==> src/rtl/id_ex_alu_stage.sv <==
// ID/EX pipeline register with integrated ALU-control decode.
// Captures operands, destination and write-back enable from decode, and
// translates ALUOp/funct7/funct3 into a 4-bit ALU operation code one clock later.
// Flush inserts a bubble, stall freezes the stage, and reset clears it.
module id_ex_alu_stage #(
   parameter int WIDTH = 32
) (
   input  logic             clk_i,
   input  logic             rst_i,
   input  logic             valid_i,
   input  logic [1:0]       ALUOp_i,
   input  logic [6:0]       funct7_i,
   input  logic [2:0]       funct3_i,
   input  logic             ALUSrc_i,
   input  logic [WIDTH-1:0] RS1data_i,
   input  logic [WIDTH-1:0] RS2data_i,
   input  logic [WIDTH-1:0] imm_i,
   input  logic [4:0]       RDaddr_i,
   input  logic             RegWrite_i,
   input  logic             stall_i,
   input  logic             flush_i,
   output logic [WIDTH-1:0] data1_o,
   output logic [WIDTH-1:0] data2_o,
   output logic [3:0]       ALUCtrl_o,
   output logic [4:0]       RDaddr_o,
   output logic             RegWrite_o,
   output logic             valid_o,
   output logic             illegal_o
);

   localparam logic [3:0] CTRL_AND = 4'b0000;
   localparam logic [3:0] CTRL_XOR = 4'b0001;
   localparam logic [3:0] CTRL_ADD = 4'b0010;
   localparam logic [3:0] CTRL_SUB = 4'b0110;
   localparam logic [3:0] CTRL_SLL = 4'b1000;
   localparam logic [3:0] CTRL_MUL = 4'b1001;
   localparam logic [3:0] CTRL_SRA = 4'b1010;
   localparam logic [3:0] CTRL_ILL = 4'b1111;

   localparam logic [6:0] F7_BASE = 7'b0000000;
   localparam logic [6:0] F7_ALT  = 7'b0100000;
   localparam logic [6:0] F7_MULD = 7'b0000001;

   logic [WIDTH-1:0] data1_reg, data1_next;
   logic [WIDTH-1:0] data2_reg, data2_next;
   logic [3:0]       ctrl_reg, ctrl_next;
   logic [4:0]       rd_reg, rd_next;
   logic             regwrite_reg, regwrite_next;
   logic             valid_reg, valid_next;
   logic             illegal_reg, illegal_next;

   logic [3:0]       dec_ctrl;
   logic             dec_illegal;

   // Translate the op class and function fields into an ALU code; unknown encodings flag illegal.
   always_comb begin
      dec_ctrl    = CTRL_ILL;
      dec_illegal = 1'b1;
      case (ALUOp_i)
         2'b00: begin
            dec_ctrl    = CTRL_ADD;
            dec_illegal = 1'b0;
         end
         2'b01: begin
            dec_ctrl    = CTRL_SUB;
            dec_illegal = 1'b0;
         end
         2'b10: begin
            dec_illegal = 1'b0;
            case ({funct7_i, funct3_i})
               {F7_BASE, 3'b000}: dec_ctrl = CTRL_ADD;
               {F7_ALT,  3'b000}: dec_ctrl = CTRL_SUB;
               {F7_MULD, 3'b000}: dec_ctrl = CTRL_MUL;
               {F7_BASE, 3'b111}: dec_ctrl = CTRL_AND;
               {F7_BASE, 3'b100}: dec_ctrl = CTRL_XOR;
               {F7_BASE, 3'b001}: dec_ctrl = CTRL_SLL;
               default: begin
                  dec_ctrl    = CTRL_ILL;
                  dec_illegal = 1'b1;
               end
            endcase
         end
         default: begin
            // I-type ALU: funct7 only matters for the arithmetic shift
            if (funct3_i == 3'b000) begin
               dec_ctrl    = CTRL_ADD;
               dec_illegal = 1'b0;
            end else if (funct3_i == 3'b101 && funct7_i == F7_ALT) begin
               dec_ctrl    = CTRL_SRA;
               dec_illegal = 1'b0;
            end
         end
      endcase
   end

   // Choose the next stage contents: flush over stall over normal capture.
   always_comb begin
      data1_next    = data1_reg;
      data2_next    = data2_reg;
      ctrl_next     = ctrl_reg;
      rd_next       = rd_reg;
      regwrite_next = regwrite_reg;
      valid_next    = valid_reg;
      illegal_next  = illegal_reg;
      if (flush_i) begin
         data1_next    = '0;
         data2_next    = '0;
         ctrl_next     = CTRL_ADD;
         rd_next       = '0;
         regwrite_next = 1'b0;
         valid_next    = 1'b0;
         illegal_next  = 1'b0;
      end else if (!stall_i) begin
         // operands are captured even for a bubble so downstream sees real data
         data1_next = RS1data_i;
         data2_next = ALUSrc_i ? imm_i : RS2data_i;
         if (valid_i) begin
            ctrl_next     = dec_ctrl;
            rd_next       = RDaddr_i;
            regwrite_next = RegWrite_i & ~dec_illegal;
            valid_next    = 1'b1;
            illegal_next  = dec_illegal;
         end else begin
            ctrl_next     = CTRL_ADD;
            rd_next       = '0;
            regwrite_next = 1'b0;
            valid_next    = 1'b0;
            illegal_next  = 1'b0;
         end
      end
   end

   // Stage register; reset overrides flush and stall.
   always_ff @(posedge clk_i) begin
      if (rst_i) begin
         data1_reg    <= '0;
         data2_reg    <= '0;
         ctrl_reg     <= CTRL_ADD;
         rd_reg       <= '0;
         regwrite_reg <= 1'b0;
         valid_reg    <= 1'b0;
         illegal_reg  <= 1'b0;
      end else begin
         data1_reg    <= data1_next;
         data2_reg    <= data2_next;
         ctrl_reg     <= ctrl_next;
         rd_reg       <= rd_next;
         regwrite_reg <= regwrite_next;
         valid_reg    <= valid_next;
         illegal_reg  <= illegal_next;
      end
   end

   assign data1_o    = data1_reg;
   assign data2_o    = data2_reg;
   assign ALUCtrl_o  = ctrl_reg;
   assign RDaddr_o   = rd_reg;
   assign RegWrite_o = regwrite_reg;
   assign valid_o    = valid_reg;
   assign illegal_o  = illegal_reg;

endmodule

==> config.mk <==
export PLATFORM = sky130hd
export DESIGN_NAME = id_ex_alu_stage
export DESIGN_NICKNAME = d
export VERILOG_FILES = /design/src/rtl/id_ex_alu_stage.sv
export SDC_FILE = /design/constraint.sdc
export NUM_CORES = 1
export LEC_CHECK = 0
export ABC_CLOCK_PERIOD_IN_PS = 1900
export CELL_PAD_IN_SITES_DETAIL_PLACEMENT = 0
export CELL_PAD_IN_SITES_GLOBAL_PLACEMENT = 2
export CORE_MARGIN = 2
export CORE_UTILIZATION = 20
export CTS_BUF_LIST = sky130_fd_sc_hd__clkbuf_16
export DETAILED_ROUTE_END_ITERATION = 8
export GPL_TIMING_DRIVEN = 0
export PLACE_DENSITY_LB_ADDON = 0.1
export SETUP_SLACK_MARGIN = 0.2
export SYNTH_ARGS = -nofsm -noshare
export SYNTH_HDL_FRONTEND = slang
export SYNTH_SLANG_ARGS = --single-unit
==> constraint.sdc <==
create_clock -name clk_i -period 1.9 [get_ports clk_i]
set_input_delay 0.38 -clock clk_i [delete_from_list [all_inputs] [get_ports clk_i]]
set_output_delay 0.38 -clock clk_i [all_outputs]
set_load 0.02 [all_outputs]
Word-level counts from Yosys, hierarchy flattened. Index checks and enable logic that the tools add are counted.

Bitwise operators: 2. Equality and inequality tests: 9. Reductions and logical operators: 7. Muxes and demuxes: 14.

Operator list (count): $mux W32 (1); $pmux W4 S6 (1); $eq A10 B3 Y1 const B (2); $pmux W4 S3 (1); $eq A10 B1 Y1 const B (1); $eq A10 B4 Y1 const B (1); $eq A10 B9 Y1 const B (1); $logic_not A10 Y1 (1); $mux W4 (2); $eq A7 B6 Y1 const B (1); $mux W1 (6); $reduce_or A6 Y1 (1); $mux W5 (1); $reduce_or A2 Y1 (2); $eq A3 B3 Y1 const B (1); $logic_not A3 Y1 (1); $mux W3 (1); $eq A2 B1 Y1 const B (1); $eq A2 B2 Y1 const B (1); $logic_not A2 Y1 (1); $pmux W1 S2 (1); $and A1 B1 Y1 (1); $logic_and A1 B1 Y1 (1); $not A1 Y1 (1).

Bits of input ports: 120. Logic and storage cells: 39. Output and inout port bits: 76. Register bits: 76.

Longest topological paths before layout. Gate-level depths: netlist (run 1).

Depth in word-level cells: 8. Depth in mapped cells: 7. Mapped depth without buffers: 5.

Worst setup path before layout (run 1). Ideal clock, no wire load.

Path type: input to register. Start point: in funct3_i[2]. End point: reg ctrl_reg[3], in the netlist ALUCtrl_o[3]. Required time: 1.773 ns. Library setup time: 0.127 ns. Path buffers: 1. Stages: 6. Setup slack: 0.124 ns. Arrival: 1.649 ns. Cells stage by stage: buf_2 -> or4_4 -> nand2_1 -> nand3b_1 -> a2111oi_0 -> o21ai_1.

Word-level cells in the longest chain between the ends: 4. Elaborated cells between the ends (all ways): 11. Classes of those cells: 5 x eq/ne; 4 x mux; 2 x reduce/logical.

Ends and longest elaborated chain: from (decl) (RTL line 13) `input logic [2:0] funct3_i,`; $eq A10 B1 Y1, or another cell as far along (RTL line 70) `case ({funct7_i, funct3_i})`; $pmux W4 S6 / $mux W4 (equally long branches) (RTL line 70, 85); $pmux W4 S3 * (RTL line 59) `case (ALUOp_i)`; $mux W4 * (RTL line 117) `if (valid_i) begin`; to (signal assigned) (RTL line 146) `ctrl_reg <= ctrl_next;`; to (decl) (RTL line 46) `logic [3:0] ctrl_reg, ctrl_next;`.

Mark *: on every way between the ends. The rest lies on a longest branch, timed or not. A chain may end at the register's enable or synchronous reset.

Worst setup path in the final report (run 1).
Start point: in flush_i. End point: reg ctrl_reg[0], in the netlist ALUCtrl_o[0].

Word-level cells in the longest chain between the ends: 1.

Ends and longest elaborated chain: from (decl) (RTL line 21) `input logic flush_i,`; $reduce_or A2 Y1 (no source line).

Every way passes these cells.

==> results.md, run 1 <==
- Status: finished, final reports clean
- Sink Count: between 70 and 80
- HPWL after DPL: 8.43 mm
- Max Fclk: between 500 and 600 MHz
- Number of cells traversed by the worst register-to-register path: 2
- Peak per-stage delay on the critical path: 0.43 ns
- # placed instances: between 700 and 800
- Maximum level of the CTS H-tree: 3
- Buffer depth of the longest clock path: 2
- Effective utilization at floorplan: 20.4%
- Total detailed-routing wirelength: 11.2 mm
- Syn nets: between 400 and 500
- Most used flip-flop cell after synthesis: sky130_fd_sc_hd__dfxtp_1
- Count of nets left with antenna violations after detail routing: 0
- Slowest cell on the critical path: sky130_fd_sc_hd__clkdlybuf4s50_1
- Instance count of the mapped netlist: 368
- Power density over the cells: 700 nW/um^2
- Minimum clock period: approximately 1.8 ns
- Initial DRT Pass Iterations: 4
- Async S/R FF share, synth: 0%
- Worst Hold Class: input port to register
- Most common cell after layout, fill and taps aside: sky130_fd_sc_hd__clkdlybuf4s50_1
- CTS clk-pin slew, worst paths: around 0.06 ns
- Unrepaired setup endpoints after global routing: true
- GPL Wtd Cong: about 0.7
- Required time at the endpoint of the critical path: between 2 and 2.5 ns
- Vias per cell: approximately 4
- List of cells traversed by the critical path: clkdlybuf4s50_1 -> nor2_2 -> and2_1 -> nand4_1 -> or4_1 -> nand3_1
- Die footprint: roughly 17000 um^2
- Final Non-Filler Cells: a little under 800
- Fin nets: ~690
- Path type of the worst setup path: input port to register
- Pin count of the biggest net entering global routing: 13
- Max-Cap Viols: 0
- # DRC: 0
- Clk_lat worst skew: 0.34 ns
- Average footprint of a synthesized cell: approximately 9 um^2
- Largest fanout on the critical path: 8
- Number of setup violations in the final report: 0
- Number of enable flip-flop cells after synthesis: 0
- Final clock skew: 0 ns
- Num rows: 46
- Initial drt markers: 68
- Total grt overflow: 0
- Relative max-transition margin: 51.8%
- Top library cells by usage in the layout, fill and taps aside: sky130_fd_sc_hd__clkdlybuf4s50_1 (133), sky130_fd_sc_hd__nor2_1 (108), sky130_fd_sc_hd__dfxtp_1 (76)
- Fraction of final layout cells sized beyond drive strength 1: around 7.3%
- Global-route wire length before repair: 17.9 mm
- Part of the Yosys area used for sequential elements: ~47%
- Setup Total Neg Slack: 0 ns
- Overall Global Routing Usage: approximately an eighth
- Number of warnings issued by yosys: 0
- Cell Area, Synth: approximately 3200 um^2
- Number of global-route vias before repair: roughly 3.4k
- Vertical die dimension: between 100 and 150 um
- Slew at the pin with the worst max-slew slack: between 0.7 and 0.8 ns
- Synth cell types: 36
- Final-report max-slew violation count: 0
- Ports: just under 200
- Final antenna diode count: 0
- CP endpoint kind: register
- Routed len/inst: roughly 14 um
- Hold Crit Depth: 3
- R2R Setup Slk: about 1.3 ns
- Total leakage power: slightly below 3 nW
- Fin. Hold Viols: 0
- Core Box Area: approximately 16000 um^2
- Fraction of the cycle the final worst path needs: about 93%
- Flip-flop and latch count after synthesis: 76
- Clock tree root buffer cell: sky130_fd_sc_hd__clkbuf_16
- Clock buffers created by TritonCTS: 9
- Area delta synth->final: 80.2%
- Detailed-route via count: between 3k and 4k
- Arrival time of data at the critical path endpoint: roughly 2.0 ns
- Startpoint Class: input port
- CTS tree: done
- Die extent in x: roughly 130 um
- Antenna violations before repair: 0
- Peak VDD IR: 0.363 mV
- Number of buffer cells added on primary ports: 190
## final cells by class
type                            instances  area (um^2)
Fill cell                            1643        10000
Timing Repair Buffer                  193         1980
Multi-Input combinational cell        261         1610
Sequential cell                        76         1520
Tap cell                              216          270
Clock buffer                            9          225
Buffer                                 29          155
Clock inverter                          7         60.1
Inverter                                2         7.51
## sequential cells by signal (all words and copies together) (netlist names)
name,flops
valid_o,1
data1_o,32
ALUCtrl_o,4
data2_o,32
RegWrite_o,1
RDaddr_o,5
illegal_o,1
## Yosys cell counts, types with 2 or more instances
library cell	count	area [um^2]
sky130_fd_sc_hd__o31ai_1	2	15.0
sky130_fd_sc_hd__or4_1	2	15.0
sky130_fd_sc_hd__nand3_1	8	40.0
sky130_fd_sc_hd__inv_1	2	7.51
sky130_fd_sc_hd__nor2_1	109	409
sky130_fd_sc_hd__dfxtp_1	76	1520
sky130_fd_sc_hd__mux2i_1	64	641
sky130_fd_sc_hd__clkbuf_1	22	82.6
sky130_fd_sc_hd__xnor2_1	2	17.5
sky130_fd_sc_hd__o21ai_1	2	10.0
sky130_fd_sc_hd__or4_4	2	22.5
sky130_fd_sc_hd__nand2_1	7	26.3
sky130_fd_sc_hd__a22oi_1	5	37.5
sky130_fd_sc_hd__nand4_1	2	12.5
sky130_fd_sc_hd__a21oi_1	36	180
sky130_fd_sc_hd__buf_2	6	30.0
sky130_fd_sc_hd__o21ai_0	2	10.0
## metrics by stage
stage | instance area, um^2 | utilization [%] | total power, W | setup slack [ns] | hold WS, ns
after detailed placement | 5430 | 34.3 | 0.00246 | -0.405 | 0.476
after floorplan | 3250 | - | 0.00204 | 0.197 | 0.519
after CTS | 5730 | 36.2 | 0.00418 | 0.157 | 0.448
after global routing | 5830 | 36.8 | 0.00431 | 0.0584 | 0.481
after global placement | 5430 | 34.3 | 0.00245 | -0.413 | 0.469
final | 5830 | 36.8 | 0.00408 | 0.135 | 0.470
## critical path: cells and delay by family
kind          cells  cell delay (ns)
buf+inv           1             0.43
simple gates      5             1.23
## routing by layer
layer | routed length [um] | global-route usage, %
met5 | 0 | 0
met2 | 4980 | 20.6
met1 | 4980 | 15.5
met3 | 1080 | 6.17
met4 | 179 | 5.43
## power breakdown
part	total, W	switching [W]	internal [W]
sequential	0.00167	0.0000236	0.00165
clock	0.00167	0.000672	0.00100
combinational	0.000739	0.000324	0.000415
total	0.00408	0.00102	0.00306
## kinds of logic after synthesis
| kind of cell | count (synthesis) | synth area share [%] |
|---|---|---|
| buf+inv | 31 | 4.06 |
| simple gates | 140 | 18.5 |
| xor+xnor | 2 | 0.541 |
| compound gates | 54 | 9.71 |
| fa+ha+maj | 1 | 0.348 |
| mux | 64 | 19.8 |
| flops | 76 | 47.0 |
## final timing paths
path,from,end
setup / recovery,flush_i,ALUCtrl_o[0]$_SDFFE_PP0N_
hold / removal,funct7_i[0],ALUCtrl_o[1]$_SDFFE_PP1N_
setup reg to reg,RDaddr_o[0]$_SDFFE_PP0N_,RDaddr_o[0]$_SDFFE_PP0N_
hold reg to reg,ALUCtrl_o[2]$_SDFFE_PP0N_,ALUCtrl_o[2]$_SDFFE_PP0N_
## repair_timing
action | in CTS | in global routing
hold buffers | 0 | 0
endpoints found under the hold margin | 0 | 0
pin swaps | 5 | 3
buffers inserted | 3 | 0
setup endpoints to repair | 22 | 107
resized for setup | 29 | 50
Power figures use the tool's default switching activity.
==> run 2, diff against run 1 <==
Settings changed: CTS_CLUSTER_SIZE set to 12, TNS_END_PERCENT set to 5.
==> results.md, run 2 (same netlist as run 1, synthesis figures left out) <==
- Antenna violations before repair: 0 (unchanged)
- Most common cell after layout, fill and taps aside: sky130_fd_sc_hd__clkdlybuf4s50_1 (unchanged)
- Initial drt markers: 92 (was 68)
- Minimum setup slack after placement: -0.445 ns (was -0.405 ns)
- Arrival time of data at the critical path endpoint: 1.99 ns (was 2.04 ns)
- Max Fclk: 561 MHz (was 567 MHz)
- Fraction of the cycle the final worst path needs: 93.8% (was 92.9%)
- Number of setup violations in the final report: 0 (unchanged)
- Switching share of total power: 24.3% (was 25.0%)
- Relative contribution of combinational cells to total power: 17.6% (was 18.1%)
- Num rows: 46 (unchanged)
- Routed len/inst: 14.1 um (about the same)
- Overall Global Routing Usage: 13.1% (about the same)
- Status: finished, final reports clean (unchanged)
- GPL Wtd Cong: 0.738 (was 0.718)
- Pin count of the biggest net entering global routing: 14 (was 13)
- Hold buffers post-CTS: 0 (unchanged)
- Final clock skew: 0 ns (unchanged)
- CTS clk-pin slew, worst paths: 0.06 ns (about the same)
- Path type of the worst setup path: input port to register (unchanged)
- Effective utilization at floorplan: 20.4% (unchanged)
- Count of nets left with antenna violations after detail routing: 0 (unchanged)
- Clock buffers created by TritonCTS: 9 (unchanged)
- Required time at the endpoint of the critical path: 2.11 ns (was 2.18 ns)
- # DRC: 0 (unchanged)
- Total grt overflow: 0 (unchanged)
- HPWL after DPL: 8.54 mm (was 8.43 mm)
- Maximum level of the CTS H-tree: 3 (unchanged)
- Highest-utilization routing layer at the global route stage: met2 (unchanged)
- Post-route core utilization: 36.5% (was 36.8%)
- Worst hold slack: 0.483 ns (was 0.470 ns)
- # placed instances: 774 (unchanged)
- Detailed-route via count: 3294 (was 3265)
- Die extent in x: 131 um (unchanged)
- Global-route wire length before repair: 18.0 mm (was 17.9 mm)
- Final Non-Filler Cells: 792 (was 793)
- Minimum clock period: 1.78 ns (was 1.77 ns)
- Portion of total power attributed to the clock network: 43.0% (was 41.0%)
- Fin nets: 691 (was 692)
- Buffer depth of the longest clock path: 2 (unchanged)
- Vias per cell: 4.16 (was 4.12)
- Unrepaired setup endpoints after global routing: true (unchanged)
- Met2 usage in global routing: 20.2% (was 20.6%)
- Filler cell count in the final layout: 1624 (was 1643)
- Max-Cap Viols: 0 (unchanged)
- Top library cells by usage in the layout, fill and taps aside: sky130_fd_sc_hd__clkdlybuf4s50_1 (185), sky130_fd_sc_hd__nor2_1 (107), sky130_fd_sc_hd__dfxtp_1 (76) (was sky130_fd_sc_hd__clkdlybuf4s50_1 (133), sky130_fd_sc_hd__nor2_1 (108), sky130_fd_sc_hd__dfxtp_1 (76))
- CP endpoint kind: register (unchanged)
- Met1 track demand over resource in global routing: 15.8% (was 15.5%)
- Largest fanout on the critical path: 7 (was 8)
- Fraction of final layout cells sized beyond drive strength 1: 6.42% (was 7.28%)
- Clock tree root buffer cell: sky130_fd_sc_hd__clkbuf_16 (unchanged)
- Area delta synth->final: 78.5% (was 80.2%)
- Vertical die dimension: 131 um (unchanged)
- Peak VDD IR: 0.344 mV (was 0.363 mV)
- Total detailed-routing wirelength: 11.2 mm (about the same)
- Total leakage power: 2.26 nW (was 2.93 nW)
- Area taken by flip-flops and latches: 1520 um^2 (unchanged)
- Number of global-route vias before repair: 3338 (was 3374)
- Fin. Hold Viols: 0 (unchanged)
- Area taken by multi-input logic gates: 1610 um^2 (about the same)
- Worst Hold Class: register to register (was input port to register)
- Startpoint Class: input port (unchanged)
- Die footprint: 17200 um^2 (unchanged)
- Relative max-transition margin: 51.1% (was 51.8%)
- CTS tree: done (unchanged)
- Power density over the cells: 734 nW/um^2 (was 700 nW/um^2)
- Number of buffer cells added on primary ports: 190 (unchanged)
- Sw power: 0.00103 W (was 0.00102 W)
- Int Pwr: 0.00321 W (was 0.00306 W)
- Slew at the pin with the worst max-slew slack: 0.733 ns (was 0.723 ns)
- Core Box Area: 15800 um^2 (unchanged)
- Final antenna diode count: 0 (unchanged)
- Final-report max-slew violation count: 0 (unchanged)
- Worst path setup slack after routing: 0.119 ns (was 0.135 ns)
- Initial DRT Pass Iterations: 5 (was 4)
- Portion of total power attributed to sequential cells: 39.4% (was 40.9%)
- Ports: 196 (unchanged)
- Sink Count: 76 (unchanged)
- Met3 capacity usage during global routing: 6.17% (unchanged)
- Clk_lat worst skew: 0.33 ns (was 0.34 ns)
==> run 2: changes by cell type in the layout (fill, tap and decap cells not counted), moves of 3 or more <==
cell                              previous run  this run
sky130_fd_sc_hd__clkbuf_1                   14        18
sky130_fd_sc_hd__dlygate4sd2_1              23         4
sky130_fd_sc_hd__dlymetal6s2s_1             34         0
sky130_fd_sc_hd__clkinv_2                    3         0
sky130_fd_sc_hd__clkbuf_2                    7         3
sky130_fd_sc_hd__clkdlybuf4s50_1           133       185
==> run 2: per-stage QoR <==
step	instance area, um^2	setup TNS, ns	power (W)
after floorplan	3240	0	0.00203
after global placement	5410	-4.98	0.00245
after detailed placement	5410	-9.55	0.00245
after CTS	5770	0	0.00433
after global routing	5780	0	0.00447
final	5780	0	0.00424
==> run 2: final timing paths <==
path | startpoint | end | slack (ns) | cells after the start
worst max-delay path | funct7_i[5] | ALUCtrl_o[0]$_SDFFE_PP0N_ | 0.12 | 6
worst min-delay path | data2_o[30]$_SDFFE_PP0N_ | data2_o[30]$_SDFFE_PP0N_ | 0.48 | 2
worst max register to register | RDaddr_o[2]$_SDFFE_PP0N_ | RDaddr_o[2]$_SDFFE_PP0N_ | 1.24 | 2
worst min register to register | data2_o[30]$_SDFFE_PP0N_ | data2_o[30]$_SDFFE_PP0N_ | 0.48 | 2
==> run 2: worst max-delay path, cell delays in order <==
cell and delay (ns):
sky130_fd_sc_hd__clkdlybuf4s50_1 0.61, sky130_fd_sc_hd__inv_1 0.09, sky130_fd_sc_hd__o41ai_1 0.43, sky130_fd_sc_hd__a221oi_1 0.16, sky130_fd_sc_hd__o21ai_1 0.22, sky130_fd_sc_hd__nand3_1 0.10
==> run 2: final cells by class <==
type / count / share of cell area (%)
sequential: 76 / 26.3
multi-input combinational: 261 / 27.9
clock inverter: 7 / 1.58
inverter: 2 / 0.130
timing repair buffer: 192 / 33.1
clock buffer: 9 / 3.90
buffer: 29 / 2.38
tap: 216 / 4.68
==> run 2: timing repair <==
action | CTS | global route
setup buffers | 2 | 0
pin swaps | 5 | 0
setup endpoints to repair | 17 | 122
gates resized for setup | 15 | 5
endpoints found under the hold margin | 0 | 0
==> run 2: power by group through the flow <==
stage / combinational, W / clock [W] / sequential [W]
after floorplan: 0.000267 / 0 / 0.00177
after global placement: 0.000747 / 0 / 0.00170
after detailed placement: 0.000749 / 0 / 0.00171
after CTS: 0.000759 / 0.00190 / 0.00167
after global routing: 0.000810 / 0.00198 / 0.00168
final: 0.000746 / 0.00182 / 0.00167
==> run 2: metal layers <==
layer  vias to the layer above  share of wire [%]
met4                         0                1.7
met2                       132                 43
li1                       1662                  -
met5                         -                  0
met3                        16                 10
met1                      1484                 45
==> run 3, diff against run 2 <==
Settings changed: CTS_BUF_LIST sky130_fd_sc_hd__clkbuf_16 to unset.
==> results.md, run 3 (same netlist as run 1, synthesis figures left out) <==
- Fraction of the cycle the final worst path needs: 93.8% (unchanged)
- Power density over the cells: 746 nW/um^2 (was 734 nW/um^2)
- Die extent in x: 131 um (unchanged)
- Relative max-transition margin: 51.1% (unchanged)
- CTS tree: done (unchanged)
- Number of setup violations in the final report: 0 (unchanged)
- Max-Cap Viols: 0 (unchanged)
- Peak per-stage delay on the critical path: 0.61 ns (about the same)
- Num rows: 46 (unchanged)
- Total leakage power: 2.27 nW (was 2.26 nW)
- Clock tree root buffer cell: sky130_fd_sc_hd__clkbuf_16 (unchanged)
- Ports: 196 (unchanged)
- Hold buffers post-CTS: 0 (unchanged)
- Maximum level of the CTS H-tree: 3 (unchanged)
- Status: finished, final reports clean (unchanged)
- Fin nets: 691 (unchanged)
- Initial DRT Pass Iterations: 5 (unchanged)
- Core Box Area: 15800 um^2 (unchanged)
- CP endpoint kind: register (unchanged)
- HPWL after DPL: 8.54 mm (unchanged)
- Routed len/inst: 14.1 um (about the same)
- Final Non-Filler Cells: 792 (unchanged)
- Initial drt markers: 94 (was 92)
- Global-route wire length before repair: 18.0 mm (about the same)
- Vertical die dimension: 131 um (unchanged)
- Final clock skew: 0 ns (unchanged)
- Hold Crit Depth: 2 (unchanged)
- Fraction of final layout cells sized beyond drive strength 1: 6.77% (was 6.42%)
- Hold endpoint: data2_o[30]$_SDFFE_PP0N_ (unchanged)
- Clock buffers created by TritonCTS: 9 (unchanged)
- Fin. Hold Viols: 0 (unchanged)
- Total grt overflow: 0 (unchanged)
- Final-report max-slew violation count: 0 (unchanged)
- Worst hold start: data2_o[30]$_SDFFE_PP0N_ (unchanged)
- Buffer depth of the longest clock path: 2 (unchanged)
- RR Startpoint: RDaddr_o[2]$_SDFFE_PP0N_ (unchanged)
- Clk_lat worst skew: 0.33 ns (about the same)
- Worst Hold Class: register to register (unchanged)
- GPL Wtd Cong: 0.738 (unchanged)
- Number of cells traversed by the worst register-to-register path: 2 (unchanged)
- Largest fanout on the critical path: 7 (unchanged)
- Detailed-route via count: 3294 (unchanged)
- Pin count of the biggest net entering global routing: 14 (unchanged)
- RR Endpoint: RDaddr_o[2]$_SDFFE_PP0N_ (unchanged)
- Arrival time of data at the critical path endpoint: 1.99 ns (about the same)
- Minimum clock period: 1.78 ns (unchanged)
- Number of global-route vias before repair: 3339 (was 3338)
- Die footprint: 17200 um^2 (unchanged)
- Sink Count: 76 (unchanged)
- Total detailed-routing wirelength: 11.2 mm (about the same)
- Overall Global Routing Usage: 13.1% (about the same)
- Most common cell after layout, fill and taps aside: sky130_fd_sc_hd__clkdlybuf4s50_1 (unchanged)
- # DRC: 0 (unchanged)
- Count of nets left with antenna violations after detail routing: 0 (unchanged)
- Startpoint Class: input port (unchanged)
- R2R Setup Slk: 1.24 ns (about the same)
- Crit path from: funct7_i[5] (unchanged)
- # placed instances: 774 (unchanged)
- Slowest cell on the critical path: sky130_fd_sc_hd__clkdlybuf4s50_1 (unchanged)
- CTS clk-pin slew, worst paths: 0.06 ns (about the same)
- List of cells traversed by the critical path: clkdlybuf4s50_1 -> inv_1 -> o41ai_1 -> a221oi_1 -> o21ai_1 -> nand3_1 (unchanged)
- Antenna violations before repair: 0 (unchanged)
- Required time at the endpoint of the critical path: 2.11 ns (about the same)
- Post-route core utilization: 36.6% (was 36.5%)
- Overall Power: 0.00433 W (was 0.00424 W)
- Path type of the worst setup path: input port to register (unchanged)
- Slew at the pin with the worst max-slew slack: 0.733 ns (unchanged)
- Number of buffer cells added on primary ports: 190 (unchanged)
- Unrepaired setup endpoints after global routing: true (unchanged)
- Effective utilization at floorplan: 20.4% (unchanged)
- Vias per cell: 4.16 (unchanged)
- Max Fclk: 561 MHz (unchanged)
- Top library cells by usage in the layout, fill and taps aside: sky130_fd_sc_hd__clkdlybuf4s50_1 (185), sky130_fd_sc_hd__nor2_1 (107), sky130_fd_sc_hd__dfxtp_1 (76) (unchanged)
- Area delta synth->final: 79.2% (was 78.5%)
- Final antenna diode count: 0 (unchanged)
- Peak VDD IR: 0.344 mV (about the same)
==> run 3: how the worst max path moves through the flow <==
stage                           endpoint  slack (ns)
2_1_floorplan  ALUCtrl_o[2]$_SDFFE_PP0N_        0.15
3_3_place_gp   ALUCtrl_o[3]$_SDFFE_PP0N_       -0.46
3_5_place_dp   ALUCtrl_o[3]$_SDFFE_PP0N_       -0.44
4_1_cts         data1_o[25]$_SDFFE_PP0N_        0.15
5_1_grt        ALUCtrl_o[0]$_SDFFE_PP0N_        0.05
6_report       ALUCtrl_o[0]$_SDFFE_PP0N_        0.12
==> run 3: final cells by class <==
cell class                 count  area [um^2]
clock buffer                  11          253
multi-input combinational    261         1610
timing repair buffer         192         1910
clock inverter                 5         83.8
fill                        1616        10000
buffer                        29          138
inverter                       2         7.51
tap                          216          270
sequential                    76         1520
==> run 3: critical path, delay by kind of cell <==
kind            cells  cell delay (ns)
buf+inv             2             0.70
simple gates        1             0.10
compound gates      3             0.81
==> run 3: what timing repair did <==
| item | in CTS | in global routing |
|---|---|---|
| endpoints found under the setup margin | 18 | 122 |
| gates resized for setup | 15 | 5 |
| buffers inserted | 2 | 0 |
| pin swaps | 5 | 0 |
==> run 3: report_power, final <==
group	switching (W)	internal (W)
clock network	0.000685	0.00122
logic	0.000324	0.000423
registers	0.0000255	0.00165
==> run 3: stage by stage <==
step	instance area, um^2	setup TNS (ns)	worst slack (ns)	hold slack [ns]
3_3_place_gp	5410	-4.98	-0.459	0.470
4_1_cts	5790	0	0.150	0.482
5_1_grt	5800	0	0.0455	0.500
6_report	5800	0	0.119	0.483
2_1_floorplan	3240	0	0.153	0.519
3_5_place_dp	5410	-9.55	-0.445	0.476
==> run 3: routing by layer <==
metal | up-vias | part of all wire (%) | routed length (um) | track usage, %
li1 | 1661 | - | - | -
met1 | 1485 | 45 | 4990 | 15.8
met2 | 132 | 43 | 4850 | 20.2
met3 | 16 | 10 | 1150 | 6.17
met4 | 0 | 1.7 | 192 | 5.25
met5 | - | 0 | 0 | 0
==> RTL change 1, RTL diff (flow settings as in run 3) <==
`data1_reg`, `data2_reg` and `rd_reg` no longer have a reset.
--- a/src/rtl/id_ex_alu_stage.sv
+++ b/src/rtl/id_ex_alu_stage.sv
@@ -134,20 +134,20 @@
    always_ff @(posedge clk_i) begin
       if (rst_i) begin
-         data1_reg    <= '0;
-         data2_reg    <= '0;
          ctrl_reg     <= CTRL_ADD;
-         rd_reg       <= '0;
          regwrite_reg <= 1'b0;
          valid_reg    <= 1'b0;
          illegal_reg  <= 1'b0;
       end else begin
-         data1_reg    <= data1_next;
-         data2_reg    <= data2_next;
          ctrl_reg     <= ctrl_next;
-         rd_reg       <= rd_next;
          regwrite_reg <= regwrite_next;
          valid_reg    <= valid_next;
          illegal_reg  <= illegal_next;
       end
+   end
+
+   always_ff @(posedge clk_i) begin
+      data1_reg <= data1_next;
+      data2_reg <= data2_next;
+      rd_reg    <= rd_next;
    end
 
Function: changed (a bounded check fails within 4 cycles, from zero or initial values; the reset may be asserted at any time).
==> RTL change 1 against run 3 <==
Die area fell by 0.59%. Count of clock-buffer cells in the layout rose by 3. Via count fell by 4.1%. Wire length fell by 4.2%. Design area fell by 2.8%. Synthesized area fell by 0.62%. Power fell by 3.9%. Register-to-register slack got worse by 0.08 ns. Sequential cell count did not move. Setup slack improved by 0.072 ns. Non-clock buffer count fell by 4. Critical path depth fell by 5. Largest power group is now sequential cells.
==> RTL change 1: results <==
metrics = {
    "global_route": {
        "grtUsageTotal_pct": 12.54,
        "vias_in_the_first_global_route": 3285,
        "grt_first_pass_wirelength_microns": 16440,
        "grt_start_max_net_pins": 12,
    },
    "setup_path": {
        "r2r_slack_ns": 1.16,
        "worst_path_max_stage_delay_ns": 0.64,
        "worst_r2r_path_depth": 1,
        "cp_data_arrival_time_ns": 1.33,
        "r2r_start": "ALUCtrl_o[3]$_SDFFE_PP0N_",
        "worst_r2r_endpoint": "ALUCtrl_o[3]$_SDFFE_PP0N_",
    },
    "hold_path": {
        "holdPathEnd": "ALUCtrl_o[0]$_SDFFE_PP0N_",
        "hold_path_startpoint": "funct3_i[0]",
    },
    "synth": {
        "synth_sequential_area_ratio_pct": 47.32,
        "synth_area_leaders": "sky130_fd_sc_hd__dfxtp_1, sky130_fd_sc_hd__mux2i_1, sky130_fd_sc_hd__nor2_1",
        "synthTopCellsByCount": "sky130_fd_sc_hd__nor2_1, sky130_fd_sc_hd__dfxtp_1, sky130_fd_sc_hd__mux2i_1",
    },
    "finish": {
        "fill_cells": 1671,
        "final-instance-count-excl-fill": 779,
        "post_route_cells_drive_above_1_share_pct": 5.329,
    },
    "placement": {
        "port-buffer-count": 188,
        "placed_area_sq_mm": 0.005368,
        "dpl.hpwl_microns": 8302,
        "dp.cells": 763,
    },
    "timing": {
        "fin_worst_hold_slack_ns": 0.4107,
        "fin_crit_sh_pct": 89.95,
        "timing.slew.headroom_pct": 61.74,
    },
    "detailed_routing": {
        "detailedRoute.firstPassIterationCount": 6,
        "first_iter_violations": 58,
    },
    "power": {
        "power.ir.vdd_worst_mv": 0.2774,
        "internal_power_summed_over_all_cells_w": 0.003091,
    },
    "clocking": {
        "post_cts.resized_instances": 1,
    },
    "outcome": {
        "outcome": "complete, no violations",
    },
}
[RTL change 1: layer usage]
metal	vias to the layer above	part of all wire (%)	track usage (%)
met2	112	47	20.62
met1	1425	42	14.55
met5	-	0	0
met4	0	1.8	5.695
li1	1606	-	-
met3	15	8.8	4.723
[RTL change 1: layout make-up]
cell class | count | area (sq um) | share of cell area (%)
clock buffers | 14 | 254.0 | 4.507
inverters | 3 | 11.26 | 0.1998
clock inverters | 2 | 10.01 | 0.1776
flip-flops and latches | 76 | 1521 | 27.00
multi-input cells | 251 | 1539 | 27.31
plain buffers | 29 | 147.6 | 2.620
repair buffers | 188 | 1882 | 33.39
well taps | 216 | 270.3 | 4.796
[RTL change 1: cells by family after synthesis]
group	after synthesis	share of synthesized area, %
AND/OR/NAND/NOR	131	17.12
multiplexers	65	20.23
flip-flops	76	47.32
XOR/XNOR	3	0.8173
AO/OA/AOI/OAI	51	9.261
buffers and inverters	32	4.903
adder cells (fa/ha/maj)	1	0.3502
==> RTL change 2, RTL diff (settings of run 3) <==
Made on the original files. `WIDTH`: 32 -> 28.
--- a/src/rtl/id_ex_alu_stage.sv
+++ b/src/rtl/id_ex_alu_stage.sv
@@ -4,5 +4,5 @@
 // Flush inserts a bubble, stall freezes the stage, and reset clears it.
 module id_ex_alu_stage #(
-   parameter int WIDTH = 32
+   parameter int WIDTH = 28
 ) (
    input  logic             clk_i,
Interface: changed (5 resized); port bits go from 196 to 176. The function was not compared with the original's and may differ.
==> RTL change 2 against run 3 <==
Sequential cell count shrank 8. Count of clock-buffer cells in the layout grew 1. Non-clock buffer count decreased by 27. Synthesized cell count decreased by 11%. Synthesized area shrank 8.8%. Setup slack better by 0.10 ns. Power fell by 8.6%. Combinational power is 9.8% lower. Design area down 9.7%. Largest cell class unchanged. Wire length is 8.0% lower.
==> RTL change 2: results <==
metrics = {
    "detailed_routing": {
        "route.met3.wl_microns": 959,
        "totalWireLength_microns": 10280,
        "routed_metal_1_wirelength_microns": 4759,
        "route.vias.total": 2895,
        "met2WireLength_microns": 4290,
        "detailedRoute.firstPassIterationCount": 6,
    },
    "finish": {
        "final-instance-count-excl-fill": 698,
        "n_all_buffers": 194,
        "layout.nonclk_buf_share_pct": 35.25,
        "fraction_of_area_in_multi_input_gates_pct": 28.34,
        "post-route-cell-area_sq_mm": 0.005233,
        "multi_input_cells": 235,
        "sh_seq_area_pct": 26.02,
    },
    "synth": {
        "flip_flop_and_latch_count_after_synthesis": 68,
        "synth_mux_area_share_pct": 19.00,
        "synthTopCellsByCount": "sky130_fd_sc_hd__nor2_1, sky130_fd_sc_hd__dfxtp_1, sky130_fd_sc_hd__mux2i_1",
        "synthesis.nets": 435,
        "synth_compound_gate_area_share_pct": 11.20,
        "synthAdderAreaFrac_pct": 0,
        "avgSynthCellArea_sq_um": 9.022,
        "synthXorXnorAreaFrac_pct": 0.5937,
        "synth_sequential_area_ratio_pct": 46.14,
    },
    "setup_path": {
        "worst_path_dominant_cell_family": "buffers and inverters",
        "cp_data_arrival_time_ns": 1.30,
        "r2r_slack_ns": 1.04,
        "r2r_start": "ALUCtrl_o[3]$_SDFFE_PP0N_",
    },
    "placement": {
        "dp.cells": 682,
        "placement.setup.worst_slack_ns": -0.2683,
        "place_congestion": 0.7346,
        "dpl.hpwl_microns": 7778,
        "port-buffer-count": 171,
    },
    "timing": {
        "fin_worst_hold_slack_ns": 0.3908,
        "timing.slew.headroom_pct": 61.43,
    },
    "global_route": {
        "grt_start_max_net_pins": 12,
    },
    "outcome": {
        "outcome": "complete, no violations",
    },
    "power": {
        "cell_leakage_power_nw": 2.060,
        "power_frac_clock_pct": 45.1,
    },
    "hold_path": {
        "timing.hold.worst_path_depth": 3,
        "hold_path_startpoint": "stall_i",
        "holdPathEnd": "ALUCtrl_o[3]$_SDFFE_PP0N_",
    },
}
==> RTL change 2: cell types whose count changed in the layout (fill, tap and decap cells not counted), moves of 4 or more <==
cell / change
sky130_fd_sc_hd__mux2i_1: -8
sky130_fd_sc_hd__a21oi_1: -4
sky130_fd_sc_hd__clkdlybuf4s50_1: -17
sky130_fd_sc_hd__clkbuf_1: -6
sky130_fd_sc_hd__buf_1: +4
sky130_fd_sc_hd__nor2_1: -10
sky130_fd_sc_hd__o21ai_0: +7
sky130_fd_sc_hd__nand3_1: -8
sky130_fd_sc_hd__dfxtp_1: -8
==> RTL change 2: how the worst max path moves through the flow <==
stage	startpoint	endpoint	depth (start not counted)
2_1_floorplan	funct7_i[0]	ALUCtrl_o[2]$_SDFFE_PP0N_	6
3_3_place_gp	funct3_i[2]	ALUCtrl_o[0]$_SDFFE_PP0N_	6
3_5_place_dp	funct3_i[2]	ALUCtrl_o[0]$_SDFFE_PP0N_	6
4_1_cts	funct3_i[2]	ALUCtrl_o[2]$_SDFFE_PP0N_	6
5_1_grt	ALUCtrl_o[3]$_SDFFE_PP0N_	ALUCtrl_o[3]	1
6_report	RDaddr_o[1]$_SDFFE_PP0N_	RDaddr_o[1]	1
==> RTL change 2: kinds of logic (layout without fill, tap and decap cells) <==
| kind of cell | Yosys count | after routing |
|---|---|---|
| AO/OA/AOI/OAI | 54 | 54 |
| AND/OR/NAND/NOR | 123 | 123 |
| XOR/XNOR | 2 | 2 |
| flip-flops | 68 | 68 |
| multiplexers | 56 | 56 |
| buffers and inverters | 24 | 211 |
==> RTL change 2: what timing repair did <==
| action | CTS | global route |
|---|---|---|
| hold endpoints to repair | 0 | 0 |
| setup endpoints to repair | 12 | 39 |
| pin swaps | 1 | 0 |
| resized for setup | 2 | 5 |
